[src/rtl/regfile_dump_reader.sv]
// Walks an inclusive register range through one regFile read port and streams
// each register value out over a valid/ready interface.
module regfile_dump_reader #(
  parameter int N = 32
) (
  input  logic         clk,
  input  logic         reset,
  input  logic         start_i,
  input  logic [4:0]   first_reg_i,
  input  logic [4:0]   last_reg_i,
  input  logic         abort_i,
  output logic [4:0]   Read_Register_o,
  input  logic [N-1:0] Read_Data_i,
  output logic         dump_valid_o,
  input  logic         dump_ready_i,
  output logic [N-1:0] dump_data_o,
  output logic [4:0]   dump_addr_o,
  output logic         dump_last_o,
  output logic         busy_o,
  output logic         done_o,
  output logic         err_o
);

  typedef enum logic [1:0] {IDLE, READ, SEND, DONE} state_t;

  state_t     state;
  logic [4:0] last_reg;

  // Read_Register_o doubles as the walking address; it is cleared on every
  // return to IDLE so the read port is released.
  always_ff @(posedge clk) begin
    if (!reset) begin
      state           <= IDLE;
      last_reg        <= '0;
      Read_Register_o <= '0;
      dump_valid_o    <= 1'b0;
      dump_data_o     <= '0;
      dump_addr_o     <= '0;
      dump_last_o     <= 1'b0;
      busy_o          <= 1'b0;
      done_o          <= 1'b0;
      err_o           <= 1'b0;
    end else begin
      done_o <= 1'b0;
      err_o  <= 1'b0;
      unique case (state)
        IDLE: begin
          if (start_i) begin
            if (first_reg_i <= last_reg_i) begin
              last_reg        <= last_reg_i;
              Read_Register_o <= first_reg_i;
              busy_o          <= 1'b1;
              state           <= READ;
            end else begin
              err_o <= 1'b1;
            end
          end
        end
        READ: begin
          if (abort_i) begin
            Read_Register_o <= '0;
            busy_o          <= 1'b0;
            state           <= IDLE;
          end else begin
            dump_data_o  <= Read_Data_i;
            dump_addr_o  <= Read_Register_o;
            dump_last_o  <= (Read_Register_o == last_reg);
            dump_valid_o <= 1'b1;
            state        <= SEND;
          end
        end
        SEND: begin
          // Abort wins over a simultaneous handshake: that beat is dropped.
          if (abort_i) begin
            dump_valid_o    <= 1'b0;
            Read_Register_o <= '0;
            busy_o          <= 1'b0;
            state           <= IDLE;
          end else if (dump_ready_i) begin
            dump_valid_o <= 1'b0;
            if (dump_last_o) begin
              done_o <= 1'b1;
              state  <= DONE;
            end else begin
              Read_Register_o <= Read_Register_o + 5'd1;
              state           <= READ;
            end
          end
        end
        DONE: begin
          Read_Register_o <= '0;
          busy_o          <= 1'b0;
          state           <= IDLE;
        end
        default: state <= IDLE;
      endcase
    end
  end

endmodule

[config.mk]
export PLATFORM = sky130hd
export DESIGN_NAME = regfile_dump_reader
export DESIGN_NICKNAME = d
export VERILOG_FILES = /design/src/rtl/regfile_dump_reader.sv
export SDC_FILE = /design/constraint.sdc
export NUM_CORES = 1
export LEC_CHECK = 0
export BUFFER_PORTS_ARGS = -buffer_cell sky130_fd_sc_hd__clkbuf_2
export CAP_MARGIN = 20
export CORE_UTILIZATION = 40
export CTS_CLUSTER_SIZE = 12
export DETAILED_ROUTE_END_ITERATION = 8
export PLACE_DENSITY = 0.78
export SYNTH_ARGS = -nofsm -noshare
export SYNTH_HDL_FRONTEND = slang
export SYNTH_SLANG_ARGS = --single-unit
[constraint.sdc]
create_clock -name clk -period 3.75 [get_ports clk]
set_input_delay 0.375 -clock clk [delete_from_list [all_inputs] [get_ports clk]]
set_output_delay 0.375 -clock clk [all_outputs]
set_load 0.005 [all_outputs]
==> results of run 1 <==
==> power breakdown <==
group          total [mW]  internal, mW  switching (mW)
registers           0.659         0.619          0.0402
clock network       0.330         0.149           0.181
logic               0.279         0.127           0.151
==> layout make-up <==
cell class / instances / area share
flip-flops and latches: 54 / 0.361
clock inverters: 1 / 0.00167
inverters: 9 / 0.0113
repair buffers: 95 / 0.160
multi-input cells: 219 / 0.406
clock buffers: 7 / 0.0288
well taps: 75 / 0.0313
==> tightest hold or removal path: cells and delay by family <==
kind / cells / cell delay, ns
AO/OA/AOI/OAI: 1 / 0.05
AND/OR/NAND/NOR: 1 / 0.04
buffers and inverters: 1 / 0.08
==> cell families (layout without fill, tap and decap cells) <==
kind of cell,after synthesis,after routing,synth area share
flops,54,54,0.445
fa+ha+maj,9,9,0.0464
xor+xnor,6,6,0.0217
mux,8,8,0.0330
simple gates,136,136,0.249
buf+inv,28,112,0.0557
compound gates,60,60,0.148
==> through the flow <==
stage	cell area, um^2	instances
after floorplan	2430	301
after global placement	2910	452
after detailed placement	2910	452
after CTS	3000	460
after global routing	3000	460
final	3000	460
==> path summary, 6_finish.rpt <==
| check | to | slack [ns] | depth (start not counted) |
|---|---|---|---|
| setup / recovery | state[1] | 1.74 | 6 |
| hold / removal | dump_data_o[21] | 0.29 | 3 |
| setup reg to reg | state[1] | 1.74 | 6 |
| hold reg to reg | dump_data_o[15] | 0.46 | 2 |
==> cell usage in the layout (no fill, tap or decap), types with 2 or more instances in the layout <==
cell type,synthesis,final
nor2_1,5,5
a21oi_1,41,41
a41oi_1,2,2
nor2b_1,2,2
clkbuf_8,0,6
and4bb_2,2,2
o21ai_0,6,6
mux2i_1,8,8
nand3_1,2,2
o221a_2,2,2
ha_1,9,9
xor2_1,3,3
o22ai_1,2,2
nand4_1,2,2
nor2b_4,1,2
nand2_1,106,106
nand2b_1,6,6
buf_4,3,2
and2_1,2,2
xnor2_1,3,3
inv_1,9,9
dfxtp_1,54,54
clkbuf_2,0,93
==> layer usage <==
layer	up-vias	part of all wire	GRT usage
li1	1157	-	-
met5	-	0	0
met2	76	0.46	0.294
met1	1016	0.47	0.214
met3	10	0.058	0.0377
met4	0	0.014	0.0625
==> results.sh, run 1 <==
export IMPL_yosys_area_top_type="dfxtp_1"
export IMPL_cts_buffer_depth=2
export IMPL_yosysTopAreaCellShare=0.445
export IMPL_grt_pass1_vias=1978
export IMPL_n_fill_cell=594
export IMPL_hold_viol=0
export IMPL_p_leak_nw=1.34
export IMPL_gp_congestion=0.837
export IMPL_clk_latency_ns=0.30
export IMPL_skew_ns=0.00979
export IMPL_reg2reg_from="state[1]"
export IMPL_grt_total_usage=0.173
export IMPL_preCtsSetupSlack_ns=1.74
export IMPL_wire_per_inst_um=11.9
export IMPL_synth_cell_type_count=39
export IMPL_synthCells=301
export IMPL_max_slew_margin_rel=0.390
export IMPL_min_path_type="input port to register"
export IMPL_multiInputGateArea_um2=1220
export IMPL_synth_most_common_cell="nand2_1"
export IMPL_max_freq_mhz=498
export IMPL_min_from="Read_Data_i[21]"
export IMPL_dieWidth_um=79.9
export IMPL_design_core_area_um2=5890
export IMPL_setup_viol=0
export IMPL_yosys_top_cells_area="dfxtp_1 45%, nand2_1 16%, a21oi_1 8.5%"
export IMPL_path_common_cell="a21oi_1"
export IMPL_nets=440
export IMPL_ys_seq_elements=54
export IMPL_io_buffer_count=93
export IMPL_cts_root_buf="clkbuf_8"
export IMPL_setup_ws_ns=1.74
export IMPL_seqCellArea_um2=1080
export IMPL_clkSinkCount=54
export IMPL_startpoint="state[1]"
export IMPL_ir_drop_mv=0.202
export IMPL_routed_via_density=4.91
export IMPL_drc_errors=0
export IMPL_slew_viol_final=0
export IMPL_synthFlopType="dfxtp_1"
export IMPL_cp_top_family="simple AND/OR/NAND/NOR gates"
export IMPL_path_cells="inv_1, ha_1, nor2b_4, a21oi_1, or3_1, a21oi_1"
export IMPL_worst_path_buf_inv=1
export IMPL_power_density_nw_per_um2=423
export IMPL_first_iter_violations=63
export IMPL_cp_arrival_ns=2.25
export IMPL_post_cts_buffers=0
export IMPL_die_area_um2=6380
export IMPL_regMostFlops="dump_data_o"
export IMPL_setup_tns_final_ns=0
export IMPL_synth_edf_count=0
export IMPL_max_stage_delay_ns=0.78
export IMPL_routed_wl_um=5450
export IMPL_ys_seq_area_frac=0.445
export IMPL_syn_avg_cell_area_um2=8.06
export IMPL_n_antenna_cell=0
export IMPL_ant_nets=0
export IMPL_drt_pass1_iter_count=4
export IMPL_cts_buffers=5
export IMPL_utilization=0.509
export IMPL_cts_hold_buf=0
export IMPL_die_y_um=79.9
export IMPL_required_ns=3.99
export IMPL_cts_htree_levels=2
export IMPL_tightest_slew_ns=0.914
export IMPL_cts_clk_slew_worst_paths_ns=0.10
export IMPL_cp_slowest_cell="nor2b_4"
export IMPL_place_hpwl_um=3940
export IMPL_postSynthNetCount=357
export IMPL_post_route_min_period_ns=2.01
export IMPL_synth_warning_count=0
export IMPL_fin_crit_sh=0.535
export IMPL_synth_common_cells="106 x nand2_1, 54 x dfxtp_1, 41 x a21oi_1"
export IMPL_ios=94
export IMPL_largest_reg_flops=32
export IMPL_crit_fanout=40
export IMPL_whs_ns=0.288
export IMPL_cts_tree="done"
export IMPL_grt_max_degree=41
export IMPL_drive_above_1_share=0.296
export IMPL_grt_pass1_wl_um=8690
export IMPL_start_kind="register"
export IMPL_grt_setup_unrepaired="false"
export IMPL_p_total_mw=1.27
export IMPL_area_growth_syn_to_layout_pct=23.5
export IMPL_overflow=0
export IMPL_critPathKind="register to register"
export IMPL_netlist_area_um2=2430
export IMPL_status="complete, no violations"
export IMPL_async_flop_share=0
export IMPL_antenna_found_initial=0
export IMPL_cts_resized=0
export IMPL_vias=2259
export IMPL_max_cap_violations=0
export IMPL_end_kind="register"
export IMPL_row_count=28
export IMPL_initial_core_util=0.412
Note: power is estimated with default switching activity, not from simulation.
==> inputs of run 2 (changes only) <==
- clock period: 3.75 -> 1.85 ns (I/O delays scaled with it)
==> run 2 against run 1 <==
Compared with the run above:
- die area unchanged
- global-route usage about the same
- non-clock buffer count grew 4
- cell area increased by 1.5%
- clock-buffer cell count is the same
- flip-flop and latch count is the same
- first-iteration DRC count is 13% lower
- cell count is 0.87% higher
- critical path depth stayed put
- sequential power up 100%
==> results.sh, run 2 (synthesis gave the netlist of run 1 again) <==
export IMPL_status="complete, no violations"
export IMPL_max_slew_margin_rel=0.685
export IMPL_skew_ns=0.0130
export IMPL_initial_core_util=0.412
export IMPL_regMostFlops="dump_data_o"
export IMPL_ant_nets=0
export IMPL_setup_ws_ns=0.165
export IMPL_max_cap_violations=0
export IMPL_overflow=0
export IMPL_grt_setup_unrepaired="false"
export IMPL_cts_root_buf="clkbuf_8"
export IMPL_grt_total_usage=0.173
export IMPL_cp_arrival_ns=1.92
export IMPL_layout_common_cells="106 x nand2_1, 93 x clkbuf_2, 54 x dfxtp_1"
export IMPL_multiInputGateArea_um2=1220
export IMPL_place_hpwl_um=3940
export IMPL_preCtsSetupSlack_ns=0.178
export IMPL_post_cts_buffers=0
export IMPL_design_core_area_um2=5890
export IMPL_cts_resized=0
export IMPL_largest_reg_flops=32
export IMPL_fin_crit_sh=0.911
export IMPL_tightest_slew_ns=0.472
export IMPL_drc_errors=0
export IMPL_grt_pass1_wl_um=8710
export IMPL_p_total_mw=2.69
export IMPL_setup_viol=0
export IMPL_routed_via_density=4.89
export IMPL_end_kind="register"
export IMPL_cts_buffers=5
export IMPL_start_kind="register"
export IMPL_p_leak_nw=1.36
export IMPL_required_ns=2.08
export IMPL_post_route_min_period_ns=1.68
export IMPL_clk_latency_ns=0.30
export IMPL_cts_hold_buf=0
export IMPL_wire_per_inst_um=11.8
export IMPL_max_freq_mhz=594
export IMPL_utilization=0.517
export IMPL_cts_buffer_depth=2
export IMPL_ios=94
export IMPL_seqCellArea_um2=1080
export IMPL_ir_drop_mv=0.354
export IMPL_gp_congestion=0.867
export IMPL_grt_pass1_vias=2008
export IMPL_area_growth_syn_to_layout_pct=25.3
export IMPL_crit_fanout=12
export IMPL_row_count=28
export IMPL_die_area_um2=6380
export IMPL_routed_wl_um=5450
export IMPL_nets=444
export IMPL_cts_tree="done"
export IMPL_clkSinkCount=54
export IMPL_final_common_cell="nand2_1"
export IMPL_antenna_found_initial=0
export IMPL_dieWidth_um=79.9
export IMPL_grt_max_degree=26
export IMPL_io_buffer_count=93
export IMPL_die_y_um=79.9
export IMPL_drive_above_1_share=0.301
export IMPL_n_fill_cell=558
export IMPL_setup_tns_final_ns=0
export IMPL_hold_viol=0
export IMPL_power_density_nw_per_um2=885
export IMPL_slew_viol_final=0
export IMPL_min_path_type="input port to register"
export IMPL_critPathKind="register to register"
export IMPL_n_antenna_cell=0
export IMPL_drt_pass1_iter_count=4
export IMPL_first_iter_violations=55
export IMPL_vias=2269
export IMPL_cts_htree_levels=2
export IMPL_cts_clk_slew_worst_paths_ns=0.10
-- run 2: cell types whose count changed in the layout (fill, tap and decap cells not counted) --
cell and change:
buf_4 +4, bufinv_16 +1, clkbuf_1 +1, clkbuf_8 -1
clkinv_2 -1
-- run 2: layout make-up --
class	count	area share
Clock buffer	7	0.0251
Tap cell	75	0.0309
Clock inverter	1	0.00987
Inverter	9	0.0111
Timing Repair Buffer	99	0.168
Multi-Input combinational cell	219	0.400
Sequential cell	54	0.355
-- run 2: power breakdown --
group | leakage [nW] | internal (mW) | switching, mW
clock | 0.0524 | 0.406 | 0.371
sequential | 0.439 | 1.25 | 0.0815
combinational | 0.868 | 0.269 | 0.310
total | 1.36 | 1.93 | 0.762
-- run 2: worst max-delay path, stage by stage (launching register included) --
cell and delay (ns):
dfxtp_1 0.37, inv_1 0.08, ha_1 0.34, nand2b_1 0.27
a41oi_1 0.18, and4bb_2 0.28, o22ai_2 0.09
-- run 2: per-stage QoR --
stage          hold slack (ns)  instances  area, um^2
2_1_floorplan            0.321        301        2430
3_3_place_gp             0.408        456        2940
3_5_place_dp             0.416        456        2940
4_1_cts                 0.0804        464        3040
5_1_grt                 0.0880        464        3040
6_report                0.0857        464        3040
-- run 2: final timing paths --
kind | start | to | depth (start not counted) | slack [ns]
min | Read_Data_i[26] | dump_data_o[26] | 3 | 0.09
min reg2reg | dump_addr_o[2] | dump_addr_o[2] | 2 | 0.46
max reg2reg | state[0] | Read_Register_o[4] | 6 | 0.17
max | state[0] | Read_Register_o[4] | 6 | 0.17
-- run 2: routing by layer --
layer,vias to the layer above,part of all wire,track usage
met2,82,0.46,0.289
met4,0,0.016,0.0732
met3,7,0.059,0.0343
met5,-,0,0
met1,1017,0.47,0.215
li1,1163,-,-
==> inputs of run 3 (changes only) <==
- CORE_UTILIZATION: 40 -> 45
- GPL_TIMING_DRIVEN: unset -> 0
- PLACE_DENSITY: 0.78 -> 0.85
==> run 3 against run 2 <==
Compared with the run above:
- clock power is 23% higher
- clock skew down 0.0050 ns
- die area is 11% lower
- maximum frequency down 2.8%
- via count rose by 4.6%
- power up 7.9%
- utilization rose by 9.4 points
- flip-flop and latch count unchanged
- combinational power is 7.6% higher
- wire length is 5.4% higher
- non-clock buffer count up 14
- worst hold slack gained 0.0057 ns
- highest routed layer unchanged
==> results.sh, run 3 (synthesis gave the netlist of run 1 again) <==
export IMPL_status="complete, no violations"
export IMPL_drive_above_1_share=0.308
export IMPL_grt_pass1_wl_um=8560
export IMPL_finalInstanceArea_um2=3140
export IMPL_ant_nets=0
export IMPL_antenna_found_initial=0
export IMPL_overflow=0
export IMPL_power_frac_seq=0.458
export IMPL_clk_latency_ns=0.30
export IMPL_start_kind="register"
export IMPL_cts_tree="done"
export IMPL_max_cap_violations=0
export IMPL_critPathKind="register to register"
export IMPL_cts_buffers=5
export IMPL_p_total_mw=2.90
export IMPL_preCtsSetupSlack_ns=0.0668
export IMPL_gp_congestion=0.852
export IMPL_fin_crit_sh=0.937
export IMPL_swShare=0.269
export IMPL_skew_ns=0.00798
export IMPL_place_area_um2=2980
export IMPL_min_path_type="input port to register"
export IMPL_max_slew_margin_rel=0.672
export IMPL_clkSinkCount=54
export IMPL_area_growth_syn_to_layout_pct=29.3
export IMPL_routed_via_density=5.02
export IMPL_crit_fanout=10
export IMPL_setup_ws_ns=0.117
export IMPL_wire_per_inst_um=12.1
export IMPL_io_buffer_count=92
export IMPL_routed_wl_um=5750
export IMPL_cp_arrival_ns=1.98
export IMPL_largest_reg_flops=32
export IMPL_cts_clk_slew_worst_paths_ns=0.10
export IMPL_cts_htree_levels=2
export IMPL_nets=458
export IMPL_grt_total_usage=0.200
export IMPL_tightest_slew_ns=0.492
export IMPL_power_share_clock=0.328
export IMPL_row_count=26
export IMPL_p_leak_nw=1.41
export IMPL_cts_root_buf="clkbuf_8"
export IMPL_ir_drop_mv=0.409
export IMPL_dieWidth_um=75.4
export IMPL_drt_pass1_iter_count=4
export IMPL_max_freq_mhz=577
export IMPL_design_core_area_um2=5140
export IMPL_initial_core_util=0.472
export IMPL_switching_power_uw=782
export IMPL_combPwrFrac=0.214
export IMPL_first_iter_violations=87
export IMPL_layout_common_cells="106 x nand2_1, 93 x clkbuf_2, 54 x dfxtp_1"
export IMPL_power_density_nw_per_um2=925
export IMPL_slew_viol_final=0
export IMPL_drc_errors=0
export IMPL_required_ns=2.09
export IMPL_regMostFlops="dump_data_o"
export IMPL_ios=94
export IMPL_hold_viol=0
export IMPL_die_y_um=75.4
export IMPL_post_route_min_period_ns=1.73
export IMPL_vias=2373
export IMPL_cts_hold_buf=0
export IMPL_n_antenna_cell=0
export IMPL_p_int_mw=2.12
export IMPL_grt_pass1_vias=1972
export IMPL_final_common_cell="nand2_1"
export IMPL_place_hpwl_um=4280
export IMPL_grt_max_degree=17
export IMPL_setup_viol=0
export IMPL_setup_tns_final_ns=0
export IMPL_end_kind="register"
export IMPL_cts_buffer_depth=2
export IMPL_die_area_um2=5690
## run 3: cell count changes in the layout (fill, tap and decap cells not counted), sizes merged
cell    before  now
buf          6   10
bufinv       1    2
clkbuf     100  109
## run 3: area by class of cell
| cell class | instances | area (um^2) |
|---|---|---|
| clock buffer | 6 | 82.6 |
| buffer | 19 | 103 |
| timing repair buffer | 94 | 475 |
| inverter | 9 | 33.8 |
| clock inverter | 2 | 60.1 |
| fill | 490 | 2000 |
| multi-input combinational | 219 | 1220 |
| tap | 70 | 87.6 |
| sequential | 54 | 1080 |
## run 3: through the flow
step	hold slack, ns	utilization	instances
finish	0.0914	0.611	473
global route	0.0876	0.611	473
CTS	0.0807	0.607	471
detailed placement	0.413	0.579	463
global placement	0.408	0.579	463
floorplan	0.321	-	301
## run 3: worst paths after layout
kind	from	endpoint	slack, ns	depth (start not counted)
max	state[0]	Read_Register_o[4]	0.12	8
min	Read_Data_i[19]	dump_data_o[19]	0.09	3
max reg2reg	state[0]	Read_Register_o[4]	0.12	8
min reg2reg	dump_addr_o[3]	dump_addr_o[3]	0.46	2
## run 3: what timing repair did
item,4_1_cts,5_1_grt
resized for setup,0,3
setup buffers,0,2
setup endpoints to repair,0,3
hold endpoints to repair,0,0
## run 3: worst max-delay path, cell delays in order, from the launching register on
cell and delay (ns):
dfxtp_1 0.37, inv_1 0.07, ha_1 0.24, clkbuf_2 0.21, nor3b_2 0.24, nand4_1 0.11
o21ai_0 0.20, nand2_1 0.09, o22ai_2 0.14
## run 3: routing by layer
layer / GRT usage / part of all wire
met3: 0.0476 / 0.067
met1: 0.235 / 0.43
met2: 0.347 / 0.48
met5: 0 / 0
met4: 0.0864 / 0.015
## run 3: power groups by stage
| stage | clock [mW] | sequential, mW | combinational [mW] |
|---|---|---|---|
| 2_1_floorplan | 0 | 1.35 | 0.394 |
| 4_1_cts | 0.974 | 1.33 | 0.623 |
| 6_report | 0.952 | 1.33 | 0.622 |
| 3_5_place_dp | 0 | 1.35 | 0.617 |
| 3_3_place_gp | 0 | 1.35 | 0.600 |
| 5_1_grt | 1.02 | 1.34 | 0.697 |
